--- src/rtl/ux607_qspi_xip_pfbuf_pkg.sv ---
// Shared definitions for the XIP read-prefetch buffer: FSM state encoding
// and the word stride used to form the next sequential fetch address.

`ifndef UX607_PA_SIZE
`define UX607_PA_SIZE 32
`endif

package ux607_qspi_xip_pfbuf_pkg;

    typedef enum logic [2:0] {
        ST_IDLE    = 3'd0,
        ST_HIT_RSP = 3'd1,
        ST_FWD_CMD = 3'd2,
        ST_FWD_RSP = 3'd3,
        ST_UP_RSP  = 3'd4,
        ST_PF_CMD  = 3'd5,
        ST_PF_RSP  = 3'd6
    } pf_state_e;

    localparam int unsigned WORD_STRIDE = 4;

endpackage

--- src/rtl/ux607_qspi_xip_pfbuf.sv ---
// XIP read-prefetch buffer sitting in front of the QSPI flash ICB slave.
// Read misses are forwarded, then the next sequential word is fetched into
// a one-word buffer so straight-line fetch hits without a flash round trip.
// Writes are forwarded unchanged and invalidate the buffer.

`ifndef UX607_PA_SIZE
`define UX607_PA_SIZE 32
`endif

module ux607_qspi_xip_pfbuf
    import ux607_qspi_xip_pfbuf_pkg::*;
#(
    parameter bit          PREFETCH_EN = 1'b1,
    parameter int unsigned WIN_W       = 24
) (
    input  logic                        clk,
    input  logic                        rst_n,
    input  logic                        flush,

    input  logic                        s_icb_cmd_valid,
    output logic                        s_icb_cmd_ready,
    input  logic [`UX607_PA_SIZE-1:0]   s_icb_cmd_addr,
    input  logic                        s_icb_cmd_read,
    input  logic [31:0]                 s_icb_cmd_wdata,
    output logic                        s_icb_rsp_valid,
    input  logic                        s_icb_rsp_ready,
    output logic [31:0]                 s_icb_rsp_rdata,

    output logic                        m_icb_cmd_valid,
    input  logic                        m_icb_cmd_ready,
    output logic [`UX607_PA_SIZE-1:0]   m_icb_cmd_addr,
    output logic                        m_icb_cmd_read,
    output logic [31:0]                 m_icb_cmd_wdata,
    input  logic                        m_icb_rsp_valid,
    output logic                        m_icb_rsp_ready,
    input  logic [31:0]                 m_icb_rsp_rdata
);

    localparam int unsigned PA = `UX607_PA_SIZE;

    // Bits inside the flash window wrap on increment; bits above it are kept.
    localparam logic [PA-1:0] WIN_MASK =
        (WIN_W >= PA) ? {PA{1'b1}} : ((PA'(1) << WIN_W) - PA'(1));

    function automatic logic [PA-1:0] next_word_addr(input logic [PA-1:0] a);
        next_word_addr = (a & ~WIN_MASK) | ((a + PA'(WORD_STRIDE)) & WIN_MASK);
    endfunction

    pf_state_e       state_q,     state_d;
    logic [PA-1:0]   cmd_addr_q,  cmd_addr_d;
    logic            cmd_read_q,  cmd_read_d;
    logic [31:0]     cmd_wdata_q, cmd_wdata_d;
    logic [31:0]     rsp_data_q,  rsp_data_d;
    logic            buf_vld_q,   buf_vld_d;
    logic [PA-1:2]   buf_addr_q,  buf_addr_d;
    logic [31:0]     buf_data_q,  buf_data_d;
    logic [PA-1:0]   pf_addr_q,   pf_addr_d;
    logic            drop_q,      drop_d;

    // Next-state, command capture, buffer update and flush handling.
    always_comb begin
        state_d     = state_q;
        cmd_addr_d  = cmd_addr_q;
        cmd_read_d  = cmd_read_q;
        cmd_wdata_d = cmd_wdata_q;
        rsp_data_d  = rsp_data_q;
        buf_vld_d   = buf_vld_q;
        buf_addr_d  = buf_addr_q;
        buf_data_d  = buf_data_q;
        pf_addr_d   = pf_addr_q;
        drop_d      = drop_q;

        case (state_q)
            ST_IDLE: begin
                if (s_icb_cmd_valid) begin
                    cmd_addr_d  = s_icb_cmd_addr;
                    cmd_read_d  = s_icb_cmd_read;
                    cmd_wdata_d = s_icb_cmd_wdata;
                    if (s_icb_cmd_read && buf_vld_q && !flush &&
                        (s_icb_cmd_addr[PA-1:2] == buf_addr_q)) begin
                        rsp_data_d = buf_data_q;
                        state_d    = ST_HIT_RSP;
                    end else begin
                        state_d = ST_FWD_CMD;
                        if (!s_icb_cmd_read) begin
                            buf_vld_d = 1'b0;
                        end
                    end
                end
            end
            ST_HIT_RSP: begin
                if (s_icb_rsp_ready) begin
                    if (PREFETCH_EN) begin
                        pf_addr_d = next_word_addr(cmd_addr_q);
                        drop_d    = 1'b0;
                        state_d   = ST_PF_CMD;
                    end else begin
                        state_d = ST_IDLE;
                    end
                end
            end
            ST_FWD_CMD: begin
                if (m_icb_cmd_ready) begin
                    state_d = ST_FWD_RSP;
                end
            end
            ST_FWD_RSP: begin
                if (m_icb_rsp_valid) begin
                    rsp_data_d = cmd_read_q ? m_icb_rsp_rdata : 32'h0;
                    state_d    = ST_UP_RSP;
                end
            end
            ST_UP_RSP: begin
                if (s_icb_rsp_ready) begin
                    if (PREFETCH_EN && cmd_read_q) begin
                        pf_addr_d = next_word_addr(cmd_addr_q);
                        drop_d    = 1'b0;
                        state_d   = ST_PF_CMD;
                    end else begin
                        state_d = ST_IDLE;
                    end
                end
            end
            ST_PF_CMD: begin
                if (m_icb_cmd_ready) begin
                    state_d = ST_PF_RSP;
                end
            end
            ST_PF_RSP: begin
                if (m_icb_rsp_valid) begin
                    if (!drop_q && !flush) begin
                        buf_data_d = m_icb_rsp_rdata;
                        buf_addr_d = pf_addr_q[PA-1:2];
                        buf_vld_d  = 1'b1;
                    end
                    state_d = ST_IDLE;
                end
            end
            default: begin
                state_d = ST_IDLE;
            end
        endcase

        // A flush during an in-flight prefetch lets the transaction finish
        // but marks its data as stale so it never lands in the buffer.
        if (flush) begin
            buf_vld_d = 1'b0;
            if ((state_q == ST_PF_CMD) || (state_q == ST_PF_RSP)) begin
                drop_d = 1'b1;
            end
        end
    end

    // State and buffer registers; reset aborts any transaction in flight.
    always_ff @(posedge clk or negedge rst_n) begin
        if (!rst_n) begin
            state_q     <= ST_IDLE;
            cmd_addr_q  <= '0;
            cmd_read_q  <= 1'b0;
            cmd_wdata_q <= '0;
            rsp_data_q  <= '0;
            buf_vld_q   <= 1'b0;
            buf_addr_q  <= '0;
            buf_data_q  <= '0;
            pf_addr_q   <= '0;
            drop_q      <= 1'b0;
        end else begin
            state_q     <= state_d;
            cmd_addr_q  <= cmd_addr_d;
            cmd_read_q  <= cmd_read_d;
            cmd_wdata_q <= cmd_wdata_d;
            rsp_data_q  <= rsp_data_d;
            buf_vld_q   <= buf_vld_d;
            buf_addr_q  <= buf_addr_d;
            buf_data_q  <= buf_data_d;
            pf_addr_q   <= pf_addr_d;
            drop_q      <= drop_d;
        end
    end

    // Handshakes decode from state alone; payloads come from registers, so
    // nothing upstream reaches the downstream port combinationally.
    assign s_icb_cmd_ready = (state_q == ST_IDLE);
    assign s_icb_rsp_valid = (state_q == ST_HIT_RSP) || (state_q == ST_UP_RSP);
    assign s_icb_rsp_rdata = rsp_data_q;

    assign m_icb_cmd_valid = (state_q == ST_FWD_CMD) || (state_q == ST_PF_CMD);
    assign m_icb_cmd_addr  = (state_q == ST_PF_CMD) ? pf_addr_q : cmd_addr_q;
    assign m_icb_cmd_read  = (state_q == ST_PF_CMD) ? 1'b1 : cmd_read_q;
    assign m_icb_cmd_wdata = (state_q == ST_PF_CMD) ? 32'h0 : cmd_wdata_q;
    assign m_icb_rsp_ready = (state_q == ST_FWD_RSP) || (state_q == ST_PF_RSP);

endmodule

--- config.mk ---
export PLATFORM = sky130hd
export DESIGN_NAME = ux607_qspi_xip_pfbuf
export DESIGN_NICKNAME = d
export VERILOG_FILES = /design/src/rtl/ux607_qspi_xip_pfbuf_pkg.sv /design/src/rtl/ux607_qspi_xip_pfbuf.sv
export SDC_FILE = /design/constraint.sdc
export NUM_CORES = 1
export LEC_CHECK = 0
export CAP_MARGIN = 15
export CORE_MARGIN = 2
export CORE_UTILIZATION = 55
export CTS_BUF_LIST = sky130_fd_sc_hd__clkbuf_8
export CTS_CLUSTER_DIAMETER = 120
export DETAILED_ROUTE_END_ITERATION = 16
export PLACE_DENSITY = 0.86
export SLEW_MARGIN = 5
export SYNTH_ARGS = -nofsm -noshare
export SYNTH_HDL_FRONTEND = slang
export SYNTH_SLANG_ARGS = --single-unit
--- constraint.sdc ---
create_clock -name clk -period 3.2 [get_ports clk]
set_input_delay 0.32 -clock clk [delete_from_list [all_inputs] [get_ports clk]]
set_output_delay 0.32 -clock clk [all_outputs]
set_load 0.005 [all_outputs]
==> results.yml <==
outcome:
  status: "complete, no violations"
global_routing:
  grt_usage: 0.247
  grt-ovfl-total: 0
  grt_pass1_vias: 6737
  grt_pass1_wl_um: 34800
  antenna_found_initial: 0
  grt_max_degree: 97
floorplan:
  pin_count: 205
  start_util: 0.564
  core-area_mm2: 0.0166
  dieArea_mm2: 0.0181
  die_y_um: 134
  std_cell_rows: 47
  die_w_um: 134
timing:
  setup_tns_ps: 0
  rsz0062_at_grt: "false"
  relSlewSlack: 0.475
  min_period_ps: 2840
  fin_skew_ps: 14.3
  final_max_slew_viol_count: 0
  fmax_ghz: 0.352
  hold_violations: 0
  fin_hold_ws_ps: 459
  tightest_slew_ps: 787
  timing.final.crit_share: 0.888
  final-setup-viol-count: 0
pwr:
  p_leak_nw: 5.20
  ir_worst_vdd_uv: 589
  power_mw: 11.1
  p_per_area_mw_per_mm2: 926
synthesis:
  synth_area_mm2: 0.00935
  synth_edf_count: 0
  synth-seq-cells: 196
  synth-seq-area-share: 0.524
  netlist-cell-type-count: 38
  async_flop_share: 1.00
  syn_area_per_cell_um2: 12.2
  synth_nets: 872
  yosysWarnings: 0
  ys.flop_type: "dfrtp_1"
  syn_inst: 767
worst_setup_path:
  critPathSlowestCell: "dfrtp_1"
  cp_max_fo: 49
  worstSetupPathType: "flip-flop to primary output"
  worst_setup_path_end_kind: "primary output"
  slowest_delay_ps: 560
  cp.required_ps: 2880
  crit_buf_inv: 2
  path_cells: "nand3b_1 -> buf_4 -> mux2_2 -> clkdlybuf4s50_1"
  path_delay_family: "buffers and inverters"
  worst_ep_arrival_time_ps: 2520
  crit_path_start_kind: "flip-flop"
detailed_routing:
  drt_iter0_markers: 336
  firstDrtPassIters: 5
  routedWlPerCell_um: 17.9
  drcViolationCount: 0
  drt_wl_total_um: 21500
  viasPerCell: 5.49
  vias: 6568
  drtAntennaViolNets: 0
clock_tree:
  clock_latency_ps: 460
  hold_buffers: 1
  cts_tree: "done"
  cts_inserted_buffers: 17
  clockBufferDepth: 2
  clock-sinks: 196
  cts_root_buffer: "clkbuf_8"
  htreeDepth: 4
  clk_pin_slew_ps: 110
  postCtsSetupBuffers: 0
  cts_resized: 0
finish:
  syn_to_final_growth_pct: 28.6
  nNetsFinal: 1069
  antenna_cells: 0
  utilization: 0.726
  nFillCells: 1127
  drive_gt1_frac: 0.260
job:
  drv_cap: 0
hold_path:
  min_path_type: "input port to flip-flop"
placed_design:
  place.gp.congestion: 0.805
  dp_hpwl_um: 15000
  portBuffers: 204
-- Yosys cell counts (all sizes together), types with 11 or more instances --
master,n,share of area
clkbuf,14,0.0056
dfrtp,196,0.52
nor4,15,0.010
nand2,79,0.032
and2,33,0.022
nor2,29,0.012
xor2,41,0.038
a21oi,26,0.014
o21ai,41,0.022
buf,29,0.019
mux2,199,0.25
xnor2,11,0.010
-- kinds of logic after synthesis --
| family | synth area share |
|---|---|
| buf+inv | 0.0270 |
| xor+xnor | 0.0487 |
| simple gates | 0.104 |
| compound gates | 0.0409 |
| flops | 0.524 |
| fa+ha+maj | 0.00134 |
| mux | 0.254 |
-- metal layers --
layer | routed length (um) | track usage | vias up
li1 | - | - | 3053
met1 | 9270 | 0.336 | 3302
met2 | 10300 | 0.392 | 187
met3 | 1460 | 0.0680 | 26
met4 | 376 | 0.0708 | 0
met5 | 0 | 0 | -
-- path summary, 6_finish.rpt --
path	start	endpoint	slack (ps)	cells past startpoint
setup / recovery	state_q[2]	m_icb_cmd_addr[29]	360	4
hold / removal	s_icb_cmd_wdata[14]	cmd_wdata_q[14]	460	2
setup reg to reg	state_q[0]	pf_addr_q[3]	770	5
hold reg to reg	cmd_wdata_q[26]	cmd_wdata_q[26]	500	1
max in group asynchronous	rst_n	cmd_wdata_q[2]	1860	3
min in group asynchronous	rst_n	cmd_addr_q[23]	490	2
-- where the power goes --
part	total, mW	leakage [nW]	switching (mW)	internal (mW)
clock	1.62	0.199	0.965	0.657
sequential	4.51	2.41	0.859	3.65
combinational	5.01	2.59	1.90	3.11
-- registers in the layout, summed over array words and instances (netlist names) --
name / cells
buf_addr_q: 30
buf_data_q: 32
buf_vld_q: 1
cmd_addr_q: 32
cmd_read_q: 1
cmd_wdata_q: 32
drop_q: 1
pf_addr_q: 32
s_icb_rsp_rdata: 32
state_q: 3
-- through the flow --
stage | std cells | instance area [um^2] | worst slack, ps
after floorplan | 767 | 9350 | 1270
after global placement | 1164 | 11600 | 536
after detailed placement | 1164 | 11600 | 488
after CTS | 1197 | 12000 | 324
after global routing | 1197 | 12000 | 181
final | 1197 | 12000 | 359
-- area by class of cell --
class	instances	area [um^2]	area share
Sequential cell	196	4900	0.408
Multi-Input combinational cell	522	4210	0.350
Timing Repair Buffer	221	2210	0.184
Tap cell	220	275	0.0229
Clock buffer	17	234	0.0194
Clock inverter	15	170	0.0141
Inverter	6	22.5	0.00187
-- layout by cell type (no fill, tap or decap), drive strengths merged --
| cell | synthesis | layout |
|---|---|---|
| clkdlybuf4s50 | 0 | 203 |
| mux2 | 199 | 199 |
| dfrtp | 196 | 196 |
| nand2 | 79 | 79 |
| xor2 | 41 | 41 |
| o21ai | 41 | 41 |
| and2 | 33 | 33 |
| nor2 | 29 | 29 |
| a21oi | 26 | 26 |
| clkbuf | 14 | 18 |
| buf | 29 | 16 |
| nor4 | 15 | 15 |
| inv | 6 | 12 |
| xnor2 | 11 | 11 |
| nand3 | 10 | 10 |
| nor3 | 7 | 7 |
| nor2b | 6 | 6 |
| clkinv | 0 | 6 |
| nand4 | 5 | 5 |
| and3 | 3 | 3 |
| nand2b | 2 | 2 |
| nand3b | 2 | 2 |
| and4 | 2 | 2 |
| mux2i | 2 | 2 |
| a22o | 2 | 2 |
| clkinvlp | 0 | 2 |
| nor3b | 1 | 1 |
| or4 | 1 | 1 |
| or2 | 1 | 1 |
| a31oi | 1 | 1 |
| o31a | 1 | 1 |
| o2bb2ai | 1 | 1 |
| ha | 1 | 1 |
| bufinv | 0 | 1 |
| dlygate4sd3 | 0 | 1 |
Note: power is estimated with default switching activity, not from simulation.
